## src/rtl/s_machine_pkg.sv

```systemverilog
// Shared types and constants for the S-Machine fetch path.
package s_machine_pkg;

    localparam int PC_W   = 8;
    localparam int INST_W = 16;

    typedef logic [PC_W-1:0]   pc_t;
    typedef logic [INST_W-1:0] inst_t;

    typedef enum logic [1:0] {
        FS_RUN    = 2'd0,
        FS_DRAIN  = 2'd1,
        FS_HALTED = 2'd2
    } fetch_state_e;

    localparam pc_t RESET_PC_DEFAULT = 8'h00;

endpackage

```

## src/rtl/fetch_ir_reg.sv

```systemverilog
// Valid/ready instruction register between fetch and decode, with flush.
module fetch_ir_reg #(
    parameter int PC_W   = 8,
    parameter int INST_W = 16
) (
    input  logic              clk,
    input  logic              rst_n,
    input  logic              load,
    input  logic              flush,
    input  logic [INST_W-1:0] d_inst,
    input  logic [PC_W-1:0]   d_pc,
    input  logic              dec_ready,
    output logic [INST_W-1:0] ir,
    output logic [PC_W-1:0]   ir_pc,
    output logic              ir_valid
);

    logic [INST_W-1:0] ir_d, ir_q;
    logic [PC_W-1:0]   ir_pc_d, ir_pc_q;
    logic              ir_valid_d, ir_valid_q;
    logic              take;

    assign take = ir_valid_q && dec_ready;

    // Flush beats load; a take with no refill empties the register.
    always_comb begin
        ir_d       = ir_q;
        ir_pc_d    = ir_pc_q;
        ir_valid_d = ir_valid_q;
        if (flush) begin
            ir_valid_d = 1'b0;
        end else if (load) begin
            ir_d       = d_inst;
            ir_pc_d    = d_pc;
            ir_valid_d = 1'b1;
        end else if (take) begin
            ir_valid_d = 1'b0;
        end
    end

    // Register state; async reset discards any held instruction.
    always_ff @(posedge clk or negedge rst_n) begin
        if (!rst_n) begin
            ir_q       <= '0;
            ir_pc_q    <= '0;
            ir_valid_q <= 1'b0;
        end else begin
            ir_q       <= ir_d;
            ir_pc_q    <= ir_pc_d;
            ir_valid_q <= ir_valid_d;
        end
    end

    assign ir       = ir_q;
    assign ir_pc    = ir_pc_q;
    assign ir_valid = ir_valid_q;

endmodule

```

## src/rtl/fetch_unit.sv

```systemverilog
// S-Machine PC sequencer: PC register, run/drain/halt control, IR handoff.
module fetch_unit #(
    parameter int              PC_W     = s_machine_pkg::PC_W,
    parameter int              INST_W   = s_machine_pkg::INST_W,
    parameter logic [PC_W-1:0] RESET_PC = s_machine_pkg::RESET_PC_DEFAULT
) (
    input  logic              clk,
    input  logic              rst_n,
    output logic [PC_W-1:0]   pc,
    input  logic [INST_W-1:0] inst_in,
    output logic [INST_W-1:0] ir,
    output logic [PC_W-1:0]   ir_pc,
    output logic              ir_valid,
    input  logic              dec_ready,
    input  logic              br_en,
    input  logic [PC_W-1:0]   br_target,
    input  logic              halt_req,
    input  logic              resume,
    output logic              halted
);

    import s_machine_pkg::*;

    fetch_state_e    state_d, state_q;
    logic [PC_W-1:0] pc_d, pc_q;
    logic            halted_d, halted_q;
    logic            load;
    logic            flush;
    logic            take;

    assign take = ir_valid && dec_ready;

    // Next PC/state; a branch overrides load and stall, halt suppresses the load edge.
    always_comb begin
        pc_d     = pc_q;
        state_d  = state_q;
        halted_d = halted_q;
        load     = 1'b0;
        flush    = 1'b0;
        unique case (state_q)
            FS_RUN: begin
                if (br_en) begin
                    flush = 1'b1;
                    pc_d  = br_target;
                end else if (!halt_req && (!ir_valid || dec_ready)) begin
                    load = 1'b1;
                    pc_d = pc_q + 1'b1;
                end
                if (halt_req) state_d = FS_DRAIN;
            end
            FS_DRAIN: begin
                if (br_en) begin
                    flush    = 1'b1;
                    pc_d     = br_target;
                    state_d  = FS_HALTED;
                    halted_d = 1'b1;
                end else if (!ir_valid || take) begin
                    state_d  = FS_HALTED;
                    halted_d = 1'b1;
                end
            end
            FS_HALTED: begin
                if (br_en) pc_d = br_target;
                if (resume && !halt_req) begin
                    state_d  = FS_RUN;
                    halted_d = 1'b0;
                end
            end
            default: begin
                state_d  = FS_RUN;
                halted_d = 1'b0;
            end
        endcase
    end

    // PC, state and halted flag registers.
    always_ff @(posedge clk or negedge rst_n) begin
        if (!rst_n) begin
            pc_q     <= RESET_PC;
            state_q  <= FS_RUN;
            halted_q <= 1'b0;
        end else begin
            pc_q     <= pc_d;
            state_q  <= state_d;
            halted_q <= halted_d;
        end
    end

    fetch_ir_reg #(
        .PC_W   (PC_W),
        .INST_W (INST_W)
    ) u_ir (
        .clk       (clk),
        .rst_n     (rst_n),
        .load      (load),
        .flush     (flush),
        .d_inst    (inst_in),
        .d_pc      (pc_q),
        .dec_ready (dec_ready),
        .ir        (ir),
        .ir_pc     (ir_pc),
        .ir_valid  (ir_valid)
    );

    assign pc     = pc_q;
    assign halted = halted_q;

endmodule

```

## config.mk

```make
export PLATFORM = sky130hd
export DESIGN_NAME = fetch_unit
export DESIGN_NICKNAME = d
export VERILOG_FILES = /design/src/rtl/s_machine_pkg.sv /design/src/rtl/fetch_ir_reg.sv /design/src/rtl/fetch_unit.sv
export SDC_FILE = /design/constraint.sdc
export NUM_CORES = 1
export LEC_CHECK = 0
export ABC_CLOCK_PERIOD_IN_PS = 2500
export BUFFER_PORTS_ARGS = -buffer_cell sky130_fd_sc_hd__buf_2
export CAP_MARGIN = 10
export CORE_MARGIN = 2
export CORE_UTILIZATION = 49
export DETAILED_ROUTE_END_ITERATION = 6
export PLACE_DENSITY = 0.79
export SLEW_MARGIN = 30
export SYNTH_ARGS = -nofsm -noshare
export SYNTH_HDL_FRONTEND = slang
export SYNTH_SLANG_ARGS = --single-unit
```

## constraint.sdc

```tcl
create_clock -name clk -period 2.5 [get_ports clk]
set_input_delay 0.375 -clock clk [delete_from_list [all_inputs] [get_ports clk]]
set_output_delay 0.375 -clock clk [all_outputs]
set_load 0.01 [all_outputs]
```

== After elaboration in Yosys (flattened, before gate mapping) ==
Cells that the tools add are included.

* Add/sub/neg operators: 1
* Reduce and logical (&&, ||, !) cells: 16
* Eq/ne operators: 7
* Bitwise logic cells: 2
* Mux-type cells: 21

{| class="wikitable"
|+ Operator list
! cell !! count
|-
| 8-bit two-way mux || 3
|-
| 8-bit case mux with 2 select lines || 1
|-
| 1-bit two-way mux || 11
|-
| 3-bit AND reduction || 3
|-
| 8-bit by 1-bit adder with 8-bit output, second input constant || 1
|-
| 2-bit two-way mux || 4
|-
| 3-bit inequality test, second input constant || 2
|-
| 2-bit case mux with 3 select lines || 1
|-
| 2-bit inequality test, second input constant || 2
|-
| 2-bit OR reduction || 2
|-
| 1-bit logical AND || 3
|-
| 1-bit case mux with 3 select lines || 1
|-
| 3-bit nonzero test || 1
|-
| 2-bit by 1-bit equality test with 1-bit output, second input constant || 1
|-
| 2-bit equality test, second input constant || 1
|-
| 1-bit zero test || 2
|-
| 2-bit zero test || 1
|-
| 1-bit logical OR || 2
|-
| 2-bit by 1-bit inequality test with 1-bit output, second input constant || 1
|-
| 1-bit inverter || 2
|-
| 2-bit AND reduction || 1
|-
| 2-bit nonzero test || 1
|}

* Bits in registers: 36
* Word-level logic and storage cells: 53
* Input bits: 30

== Logic depth before layout (Yosys ltp) ==
* Depth after elaboration: 8
* Mapped depth: 7
* Depth with buffers taken out: 6

== By module ==
Synthesis repeated with hierarchy kept, for this count alone.

* Cells, all modules: 138
* Area total of the unflattened synthesis: 1811.7 µm²

{| class="wikitable"
|+ Modules (own cells, without submodules)
! module !! cells each !! sequential area each (µm²) !! times used !! area each (µm²)
|-
| fetch_ir_reg || 56 || 625.6 || 1 || 1051.0
|-
| fetch_unit || 82 || 275.3 || 1 || 760.7
|}

== Worst setup path before layout ==
OpenSTA, ideal clock, no wires.

* Path type: reg2reg
* Start point: reg state_q[0]
* End point: reg pc_q[1] (netlist: pc[1])
* Required time: 2375 ps
* Arrival: 1768 ps
* Setup slack: 608 ps
* Stages on the path, launching flop included: 8
* Path through: dfrtp_1 -> inv_1 -> ha_1 -> o21ba_2 -> o31a_1 -> buf_2 -> nor2_2 -> mux2_2

* Longest elaborated chain between the ends: 4
* Elaborated cells on any way between the ends: 9
* Classes of those cells: eq/ne: 4; mux: 1; reduce/logical: 4

{| class="wikitable"
|+ Ends and longest elaborated chain
! element !! line !! RTL
|-
| from (decl) || fetch_unit.sv:24 || <nowiki>fetch_state_e state_d, state_q;</nowiki>
|-
| from (signal assigned) || fetch_unit.sv:84 || <nowiki>state_q <= state_d;</nowiki>
|-
| 2-bit equality test / 2-bit by 1-bit equality test with 1-bit output (equally long branches) || fetch_unit.sv:40 || <nowiki>unique case (state_q)</nowiki>
|-
| 2-bit OR reduction (no line) || - ||
|-
| 2-bit by 1-bit inequality test with 1-bit output (no line) / 2-bit nonzero test (equally long branches) || - ||
|-
| 3-bit AND reduction (no line) || - ||
|-
| to (signal assigned) || fetch_unit.sv:83 || <nowiki>pc_q <= pc_d;</nowiki>
|-
| to (decl) || fetch_unit.sv:25 || <nowiki>logic [PC_W-1:0] pc_d, pc_q;</nowiki>
|}

Parallel ways exist; a longest one is shown, timed or not.
A chain may end at the register's enable or synchronous reset.

== Worst setup path after layout ==
Same ends and word-level chain as after synthesis.

==> results.py <==
metrics = {
    "timing": {
        "holdWs_ns": 0.109,
        "fin_crit_sh_pct": 84.5,
        "fin_worst_skew_ns": 0.00777,
        "finalSetupTns_ns": 0,
        "finalHoldViolations": 0,
        "rsz0062_at_grt": "false",
        "timing.fmax_mhz": 473,
        "worst_pin_slew_ns": 0.783,
        "min_period_ns": 2.11,
        "relSlewSlack_pct": 47.8,
        "finalSetupViolCount": 0,
        "maxSlewViolCount": 0,
    },
    "finish": {
        "fin_nets": 235,
        "diodes": 0,
        "syn_to_final_growth_pct": 23.6,
        "fin_util_pct": 63.9,
        "finalInstanceArea_mm2": 0.00217,
        "drive_gt1_share_pct": 51.0,
    },
    "route": {
        "vias_per_cell": 5.51,
        "dr.pass1.iters": 4,
        "antenna_left": 0,
        "num_vias": 1355,
        "drc": 0,
        "finalWirelength_um": 3730,
        "drt_iter0_drc": 86,
        "wl_per_cell_um": 15.2,
    },
    "logic_synthesis": {
        "ys_ff_latch": 36,
        "post-synth-top-area-cell": "dfrtp_1",
        "yosysWarnings": 0,
        "synth_edf_count": 0,
        "syn-num-nets": 170,
        "avgSynthCellArea_um2": 13.1,
        "ys_seq_area_share_pct": 51.4,
        "synth_area_leaders": "dfrtp_1 51%, mux2_4 17%, mux2_2 4.5%",
        "synth_top_area_share_pct": 51.4,
        "synth_area_mm2": 0.00175,
        "synthDistinctLibCells": 32,
        "synth_most_common_cell": "dfrtp_1",
        "synth_top_cells_by_count": "36 x dfrtp_1, 20 x mux2_4, 7 x mux2_2, 7 x nor2_1",
        "syn_inst": 134,
        "async_reset_ff_share_pct": 100,
        "ys.flop_type": "dfrtp_1",
    },
    "place": {
        "port_buffers": 63,
        "finalWeightedCongestion": 0.826,
        "placedInstanceArea_mm2": 0.00209,
        "dp_hpwl_um": 2690,
    },
    "global_route": {
        "grt_overflow_total": 0,
        "grt_pass1_wl_um": 6220,
        "grtUsageTotal_pct": 19.9,
        "antenna_found_initial": 0,
        "grt_max_degree": 37,
        "grt_pass1_vias": 1291,
    },
    "setup_path": {
        "reg2regPathDepth": 6,
        "start_kind": "register",
        "critPathArrivalTime_ns": 2.35,
        "rr_endpoint": "pc[1]",
        "worst-setup-path-type": "register to register",
        "rrSetupSlack_ns": 0.39,
        "worstPathMaxFanout": 9,
        "critPathSlowestCell": "dfrtp_1",
        "cp.required_ns": 2.74,
        "crit_buf_inv": 1,
        "crit_path_max_incr_delay_ns": 0.44,
        "crit_path_end_kind": "register",
        "cp_top_family": "compound AO/OA/AOI/OAI gates",
        "worstReg2RegStart": "state_q[0]",
        "crit_path_cell_trace": "inv_1 -> ha_1 -> o21ba_2 -> o31a_1 -> nor2_2 -> mux2_2",
    },
    "die": {
        "die_h_um": 63.8,
        "core-area_mm2": 0.00339,
        "die-area_mm2": 0.00407,
        "pin_count": 64,
        "start_util_pct": 51.7,
        "die_x_um": 63.8,
        "row_count": 21,
    },
    "clock_network": {
        "clkLatencyLatePin_ns": 0.34,
        "h-tree-depth": 2,
        "cts_root_buffer": "clkbuf_4",
        "post_cts_buffers": 0,
        "clkSlewWorstSetupHoldPaths_ns": 0.11,
        "cts_sinks": 36,
        "cts_made_buffers": 5,
        "cts_tree": "built",
        "cts_hold_buf": 0,
        "clockBufferDepth": 2,
        "postCtsResizedCells": 0,
    },
    "min_path": {
        "hold_class": "primary input to asynchronous set/reset pin",
    },
    "pwr": {
        "leakage_uw": 0.00111,
        "power.density_mw_per_mm2": 1360,
        "ir_worst_vdd_mv": 0.687,
    },
    "outcome": {
        "status": "complete, no violations",
    },
    "run": {
        "drv_cap": 0,
    },
}
==> report_power, final <==
group / leakage (uW) / total (uW) / switching (uW) / internal [uW]
clock network: 0.0000422 / 403 / 193 / 210
registers: 0.000424 / 1110 / 231 / 875
logic: 0.000649 / 1440 / 671 / 765
total: 0.00111 / 2950 / 1100 / 1850
==> cell type report <==
cell class                      count  area, um^2
Clock buffer                        6        41.3
Clock inverter                      2        35.0
Fill cell                         278        1220
Inverter                            2        7.51
Multi-Input combinational cell     89         793
Sequential cell                    36         901
Tap cell                           46        57.6
Timing Repair Buffer               65         330
==> logic make-up after synthesis <==
logic type                 after synthesis  share of synthesized area (%)
DFF                                     36                           51.4
muxes                                   27                           21.6
buffers and inverters                    9                           3.29
and+or+nand+nor                         30                           8.57
AOI/OAI and AO/OA                       26                           10.8
adders and majority gates                6                           4.29
==> cells in the final DEF, fill, tap and decap left out, types with 2 or more instances in the layout <==
| cell type | Yosys | layout |
|---|---|---|
| inv_1 | 2 | 2 |
| ha_1 | 6 | 6 |
| dfrtp_1 | 36 | 36 |
| and3_1 | 2 | 2 |
| nor2b_1 | 2 | 2 |
| nor2_1 | 7 | 7 |
| buf_4 | 0 | 2 |
| nand3_1 | 4 | 4 |
| nor3_1 | 5 | 5 |
| mux2_4 | 20 | 20 |
| nand2_1 | 5 | 5 |
| o21ai_0 | 5 | 5 |
| o22ai_1 | 2 | 2 |
| a2bb2oi_1 | 6 | 6 |
| mux2_2 | 7 | 7 |
| clkbuf_4 | 0 | 5 |
| a31oi_1 | 4 | 4 |
| a221oi_1 | 2 | 2 |
| buf_2 | 1 | 63 |
==> metrics by stage <==
stage / setup WS, ns / cells / power (uW)
after floorplan: 0.608 / 134 / 2070
after global placement: 0.515 / 238 / 2480
after detailed placement: 0.421 / 238 / 2550
after CTS: 0.399 / 246 / 2950
after global routing: 0.286 / 246 / 3150
final: 0.387 / 246 / 2950
==> flip-flops by register name, indices dropped and copies added, names as in the netlist <==
register       cells
pc                 8
state_q            2
u_ir.ir           16
u_ir.ir_pc         8
halted             1
u_ir.ir_valid      1
==> metal layers <==
layer / GRT usage [%] / up-vias / part of all wire (%)
li1: - / 625 / -
met1: 26.8 / 638 / 43
met2: 29.9 / 82 / 47
met3: 4.58 / 10 / 8.0
met4: 10.6 / 0 / 2.1
met5: 0 / - / 0
==> how the worst max path moves through the flow <==
| stage | start | end | slack (ns) | cells after the start |
|---|---|---|---|---|
| floorplan | state_q[0] | pc[1] | 0.61 | 7 |
| global placement | state_q[0] | pc[1] | 0.52 | 5 |
| detailed placement | state_q[0] | pc[1] | 0.42 | 6 |
| CTS | state_q[0] | pc[1] | 0.40 | 6 |
| global route | state_q[0] | pc[1] | 0.29 | 6 |
| finish | state_q[0] | pc[1] | 0.39 | 6 |
Note: power is estimated with default switching activity, not from simulation.
